[src/rtl/muldiv_unit_if.sv]
// Bus between the EX-stage control and the iterative multiply/divide unit.
// The master launches ops and HI/LO moves; the slave reports busy/done and HI/LO.
interface muldiv_unit_if #(
  parameter int WIDTH = 32
);
  logic             start;
  logic [1:0]       op;
  logic [WIDTH-1:0] a;
  logic [WIDTH-1:0] b;
  logic             mthi;
  logic             mtlo;
  logic [WIDTH-1:0] wdata;
  logic             busy;
  logic             done;
  logic [WIDTH-1:0] hi;
  logic [WIDTH-1:0] lo;

  modport master (
    output start, op, a, b, mthi, mtlo, wdata,
    input  busy, done, hi, lo
  );

  modport slave (
    input  start, op, a, b, mthi, mtlo, wdata,
    output busy, done, hi, lo
  );
endinterface

[src/rtl/muldiv_unit.sv]
// Iterative MULT/MULTU/DIV/DIVU into HI/LO: WIDTH shift-add or restoring steps
// on operand magnitudes, then one fix-up cycle that applies signs and writes HI/LO.
module muldiv_unit #(
  parameter int WIDTH = 32
) (
  input  logic          clk,
  input  logic          rstn,
  muldiv_unit_if.slave  bus
);
  localparam int CW = $clog2(WIDTH);

  typedef enum logic [1:0] {S_IDLE, S_MUL, S_DIV, S_FIX} state_t;

  state_t             state_reg, state_next;
  logic [CW-1:0]      count_reg;
  logic               busy_reg, done_reg;
  logic [WIDTH-1:0]   hi_reg, lo_reg;
  // work holds {product high, multiplier} for MUL and {remainder, quotient} for DIV
  logic [2*WIDTH-1:0] work_reg;
  logic [WIDTH-1:0]   opb_reg, a_orig_reg;
  logic               sign_a_reg, sign_b_reg, is_div_reg, div_zero_reg;

  logic               idle, accept, sgn_a, sgn_b;
  logic [WIDTH-1:0]   mag_a, mag_b;
  logic [WIDTH:0]     mul_sum, div_shift, div_diff;
  logic [2*WIDTH-1:0] mul_step, div_step, prod_fix;
  logic [WIDTH-1:0]   quo_fix, rem_fix;

  assign idle   = (state_reg == S_IDLE);
  assign accept = idle && bus.start;
  assign sgn_a  = !bus.op[0] && bus.a[WIDTH-1];
  assign sgn_b  = !bus.op[0] && bus.b[WIDTH-1];
  assign mag_a  = sgn_a ? -bus.a : bus.a;
  assign mag_b  = sgn_b ? -bus.b : bus.b;

  assign mul_sum  = {1'b0, work_reg[2*WIDTH-1:WIDTH]}
                  + {1'b0, (work_reg[0] ? opb_reg : {WIDTH{1'b0}})};
  assign mul_step = {mul_sum, work_reg[WIDTH-1:1]};

  // Remainder stays below the divisor, so bit WIDTH of the difference is the borrow.
  assign div_shift = {work_reg[2*WIDTH-1:WIDTH], work_reg[WIDTH-1]};
  assign div_diff  = div_shift - {1'b0, opb_reg};
  assign div_step  = {(div_diff[WIDTH] ? div_shift[WIDTH-1:0] : div_diff[WIDTH-1:0]),
                      work_reg[WIDTH-2:0], !div_diff[WIDTH]};

  assign prod_fix = (sign_a_reg ^ sign_b_reg) ? -work_reg : work_reg;
  assign quo_fix  = (sign_a_reg ^ sign_b_reg) ? -work_reg[WIDTH-1:0] : work_reg[WIDTH-1:0];
  assign rem_fix  = sign_a_reg ? -work_reg[2*WIDTH-1:WIDTH] : work_reg[2*WIDTH-1:WIDTH];

  always_comb begin
    state_next = state_reg;
    case (state_reg)
      S_IDLE: if (bus.start) state_next = bus.op[1] ? S_DIV : S_MUL;
      S_MUL, S_DIV: if (count_reg == CW'(WIDTH-1)) state_next = S_FIX;
      S_FIX:  state_next = S_IDLE;
      default: state_next = S_IDLE;
    endcase
  end

  always_ff @(posedge clk or negedge rstn) begin
    if (!rstn) begin
      state_reg <= S_IDLE;
      busy_reg  <= 1'b0;
      done_reg  <= 1'b0;
    end else begin
      state_reg <= state_next;
      busy_reg  <= (state_next != S_IDLE);
      done_reg  <= (state_reg == S_FIX);
    end
  end

  always_ff @(posedge clk or negedge rstn) begin
    if (!rstn) begin
      count_reg    <= '0;
      hi_reg       <= '0;
      lo_reg       <= '0;
      work_reg     <= '0;
      opb_reg      <= '0;
      a_orig_reg   <= '0;
      sign_a_reg   <= 1'b0;
      sign_b_reg   <= 1'b0;
      is_div_reg   <= 1'b0;
      div_zero_reg <= 1'b0;
    end else begin
      case (state_reg)
        S_IDLE: begin
          if (accept) begin
            count_reg    <= '0;
            work_reg     <= {{WIDTH{1'b0}}, mag_a};
            opb_reg      <= mag_b;
            a_orig_reg   <= bus.a;
            sign_a_reg   <= sgn_a;
            sign_b_reg   <= sgn_b;
            is_div_reg   <= bus.op[1];
            div_zero_reg <= bus.op[1] && (bus.b == '0);
          end else begin
            if (bus.mthi) hi_reg <= bus.wdata;
            if (bus.mtlo) lo_reg <= bus.wdata;
          end
        end
        S_MUL: begin
          work_reg  <= mul_step;
          count_reg <= count_reg + CW'(1);
        end
        S_DIV: begin
          work_reg  <= div_step;
          count_reg <= count_reg + CW'(1);
        end
        S_FIX: begin
          if (!is_div_reg) begin
            {hi_reg, lo_reg} <= prod_fix;
          end else if (div_zero_reg) begin
            hi_reg <= a_orig_reg;
            lo_reg <= {WIDTH{1'b1}};
          end else begin
            hi_reg <= rem_fix;
            lo_reg <= quo_fix;
          end
        end
        default: ;
      endcase
    end
  end

  assign bus.busy = busy_reg;
  assign bus.done = done_reg;
  assign bus.hi   = hi_reg;
  assign bus.lo   = lo_reg;
endmodule

[src/flat_wrapper.sv]
// flat-port wrapper written by rule: the top's interface ports become plain ports
module muldiv_unit_flat 
#(
  parameter int WIDTH = 32
)
  (clk, rstn, bus_start, bus_op, bus_a, bus_b, bus_mthi, bus_mtlo, bus_wdata, bus_busy, bus_done, bus_hi, bus_lo);
  muldiv_unit_if #(.WIDTH(WIDTH)) bus_i ();
  input  logic clk;
  input  logic rstn;
  input wire logic [$bits(bus_i.start)-1:0] bus_start;
  input wire logic [$bits(bus_i.op)-1:0] bus_op;
  input wire logic [$bits(bus_i.a)-1:0] bus_a;
  input wire logic [$bits(bus_i.b)-1:0] bus_b;
  input wire logic [$bits(bus_i.mthi)-1:0] bus_mthi;
  input wire logic [$bits(bus_i.mtlo)-1:0] bus_mtlo;
  input wire logic [$bits(bus_i.wdata)-1:0] bus_wdata;
  output wire logic [$bits(bus_i.busy)-1:0] bus_busy;
  output wire logic [$bits(bus_i.done)-1:0] bus_done;
  output wire logic [$bits(bus_i.hi)-1:0] bus_hi;
  output wire logic [$bits(bus_i.lo)-1:0] bus_lo;
  assign bus_i.start = bus_start;
  assign bus_i.op = bus_op;
  assign bus_i.a = bus_a;
  assign bus_i.b = bus_b;
  assign bus_i.mthi = bus_mthi;
  assign bus_i.mtlo = bus_mtlo;
  assign bus_i.wdata = bus_wdata;
  assign bus_busy = bus_i.busy;
  assign bus_done = bus_i.done;
  assign bus_hi = bus_i.hi;
  assign bus_lo = bus_i.lo;
  muldiv_unit #(.WIDTH(WIDTH)) u_core (.clk(clk), .rstn(rstn), .bus(bus_i));
endmodule
[config.mk]
export PLATFORM = sky130hd
export DESIGN_NAME = muldiv_unit_flat
export DESIGN_NICKNAME = d
export VERILOG_FILES = /design/src/rtl/muldiv_unit_if.sv /design/src/rtl/muldiv_unit.sv /design/src/flat_wrapper.sv
export SDC_FILE = /design/constraint.sdc
export NUM_CORES = 1
export LEC_CHECK = 0
export BUFFER_PORTS_ARGS = -buffer_cell sky130_fd_sc_hd__buf_2
export CORE_AREA = 2 2 210 150
export CTS_CLUSTER_SIZE = 12
export DETAILED_ROUTE_END_ITERATION = 10
export DIE_AREA = 0 0 212 152
export PLACE_DENSITY = 0.79
export REMOVE_ABC_BUFFERS = 1
export SYNTH_ARGS = -nofsm -noshare
export SYNTH_HDL_FRONTEND = slang
export SYNTH_SLANG_ARGS = --single-unit
[constraint.sdc]
create_clock -name clk -period 3.3 [get_ports clk]
set_input_delay 0.165 -clock clk [delete_from_list [all_inputs] [get_ports clk]]
set_output_delay 0.165 -clock clk [all_outputs]
set_load 0.005 [all_outputs]
==> flow_metrics.tcl <==
set metrics [dict create \
    syn-mean-instance-area_sq_um 8.10 \
    rsz0062_at_grt "yes" \
    synth-seq-area-share_pct 31.2 \
    fin_ws_ps -140 \
    clkTransAtPathRegs_ps 70 \
    crit_path_top_delay_cell "dfrtp_1" \
    finalSetupTns_ps -1630 \
    vias 18105 \
    layout-drive-gt1-share_pct 24.3 \
    clock_skew_ps 23.4 \
    syn-instance-count 2027 \
    critical_path_class "register to register" \
    vias_per_cell 6.34 \
    largest_register_ffs 64 \
    multi_input_area_sq_mm 0.0108 \
    dieWidth_um 212 \
    die_area_sq_mm 0.0322 \
    h-tree-depth 1 \
    grt_max_degree 87 \
    hp-class "primary input to register" \
    rows 54 \
    grt_most_used_layer "met2" \
    ioPinCount 169 \
    ys_warn_count 0 \
    synth.most_common_cell "nand2_1" \
    p_total_mw 27.5 \
    worstSetupStartpointType "register" \
    critPathMaxFanout 7 \
    cts_sinks 205 \
    synth.largest_area_cell "dfrtp_1" \
    syn_to_final_growth_pct 29.9 \
    start_util_pct 53.9 \
    synth.area.top_cells "dfrtp_1 31%, o21ai_0 6.4%, ha_1 5.6%" \
    finalHoldViolCount 0 \
    cts_root_buf "clkbuf_16" \
    critPathTopFamily "compound AO/OA/AOI/OAI gates" \
    crit_required_ps 3700 \
    synthArstFlopShare_pct 100 \
    numCtsBuffers 23 \
    antenna_found_initial 1 \
    fillers 2340 \
    drv_cap 0 \
    grt_pass1_vias 17408 \
    place.gp.congestion 1.06 \
    drt_iter0_markers 2251 \
    regArea_sq_mm 0.00513 \
    finalSetupViolCount 27 \
    use_met1_pct 52.3 \
    run_status "complete, but fails checks" \
    num_antenna_cells 0 \
    p_per_area_mw_per_mm2 1290 \
    yosys.area.top_type_share_pct 31.2 \
    grt_pass1_wl_um 94200 \
    clk_path_buf_depth 3 \
    synth-main-ff-cell "dfrtp_1" \
    arrival_ps 3840 \
    routed_wl_um 60100 \
    violations "negative setup slack" \
    grt_use_total_pct 36.4 \
    use_met2_pct 54.9 \
    ys_top_cells_by_count "233 x nand2_1, 210 x o21ai_0, 205 x dfrtp_1" \
    mappedNetlistArea_sq_mm 0.0164 \
    slowest_delay_ps 420 \
    final_antenna_net_count 0 \
    synth_seq_cells 205 \
    synth.distinct_cells 85 \
    nets 2600 \
    die_h_um 152 \
    min_period_ps 3440 \
    cts_tree "yes" \
    worstPathCellList "ha_4, fa_2, nand2b_4, a21oi_4, o21ai_4, a2111oi_4, buf_4, o22ai_4, o21ai_2, buf_4, a21o_1, o311ai_4, buf_12, buf_12, buf_6, a222oi_1, o31ai_1" \
    drc_errors 0 \
    slew_headroom_pct 12.5 \
    clk_latency_ps 550 \
    use_met3_pct 8.50 \
    slew_viol_final 0 \
    drt-pass1-iter-count 6 \
    wire_per_inst_um 21.1 \
    dpl.hpwl_um 42500 \
    worstMarginPinSlew_ps 1310 \
    coreArea_sq_mm 0.0305 \
    synth_edf_count 0 \
    endpoint_kind "register" \
    portBuffers 168 \
    p_leak_nw 9.62 \
    peakVddDrop_mv 0.766 \
    path_buf_inv 5 \
    period_share_pct 104 \
    fmax_mhz 291 \
    grt_overflow_total 0 \
]
## cell families (layout without fill, tap and decap cells)
group / after synthesis / count (layout) / synth area share (%)
AO/OA/AOI/OAI: 695 / 695 / 27.1
multiplexers: 63 / 63 / 4.08
AND/OR/NAND/NOR: 602 / 602 / 17.0
XOR/XNOR: 167 / 167 / 8.90
buffers and inverters: 219 / 626 / 5.82
adder cells (fa/ha/maj): 76 / 76 / 5.88
flip-flops: 205 / 205 / 31.2
## metrics by stage
step | area [sq um] | hold WS [ps] | worst slack [ps] | instances | utilization, %
floorplan | 15800 | -131 | -3470 | 1887 | -
global placement | 19000 | 240 | -331 | 2700 | 62.3
detailed placement | 19000 | 243 | -459 | 2700 | 62.3
CTS | 20800 | 4.25 | -110 | 2839 | 68.4
global route | 21300 | 27.8 | -269 | 2854 | 70.0
finish | 21300 | 2.95 | -140 | 2854 | 70.0
## final cells by class
type / count / share of cell area, %
inverters: 79 / 1.39
clock buffers: 31 / 3.02
repair buffers: 509 / 17.9
multi-input cells: 1603 / 50.7
well taps: 420 / 2.46
flip-flops and latches: 205 / 24.0
clock inverters: 7 / 0.434
## repair_timing
action                     4_1_cts  5_1_grt
buffers inserted                 8       13
setup endpoints to repair       33       55
hold endpoints to repair       211        0
gates cloned                     1        2
pin swaps                       14       27
gates resized for setup         26       94
hold buffers                    93        0
## metal layers
metal	up-vias	part of all wire [%]	routed length (um)
met5	-	0	0
met4	0	2.6	1550
met3	151	12	7000
met2	1129	44	26200
met1	8646	42	25400
li1	8179	-	-
## report_power, final
part	switching [mW]	leakage, nW	internal, mW
combinational	11.5	6.71	8.44
clock	1.12	0.366	1.52
sequential	1.15	2.54	3.75
total	13.8	9.62	13.7
## worst reg2reg max path, cell delays in order (launching register included)
cell and delay, ps:
dfrtp_1 420, ha_4 180, fa_2 340, nand2b_4 160
a21oi_4 170, o21ai_4 100, a2111oi_4 300, buf_4 200
o22ai_4 80, o21ai_2 170, buf_4 140, a21o_1 140
o311ai_4 120, buf_12 150, buf_12 140, buf_6 120
a222oi_1 250, o31ai_1 120
## path summary, 6_finish.rpt
path | start | end | slack [ps] | cells past startpoint
setup / recovery | u_core.opb_reg[0] | u_core.work_reg[56] | -140 | 17
hold / removal | bus_op[0] | u_core.opb_reg[31] | 3 | 3
setup reg to reg | u_core.opb_reg[0] | u_core.work_reg[56] | -140 | 17
hold reg to reg | u_core.bus.lo[8] | u_core.bus.lo[8] | 480 | 2
max in group asynchronous | rstn | u_core.work_reg[47] | 1920 | 3
min in group asynchronous | rstn | u_core.opb_reg[2] | 200 | 2
## layout by cell type (no fill, tap or decap), types with 20 or more instances in the layout
cell type / instances
a21o_1: 33
a21oi_1: 115
a221oi_1: 34
a22oi_1: 33
buf_2: 167
buf_4: 231
clkbuf_16: 25
dfrtp_1: 205
dlygate4sd3_1: 93
ha_1: 69
inv_1: 73
mux2_2: 32
mux2i_1: 30
nand2_1: 230
nand3_1: 31
nor2_1: 164
nor3_1: 23
o211ai_1: 20
o21ai_0: 184
o21ai_1: 33
o22ai_1: 47
o31ai_1: 47
xnor2_1: 102
xor2_1: 63
No activity file was read; power rests on OpenSTA's default activity.
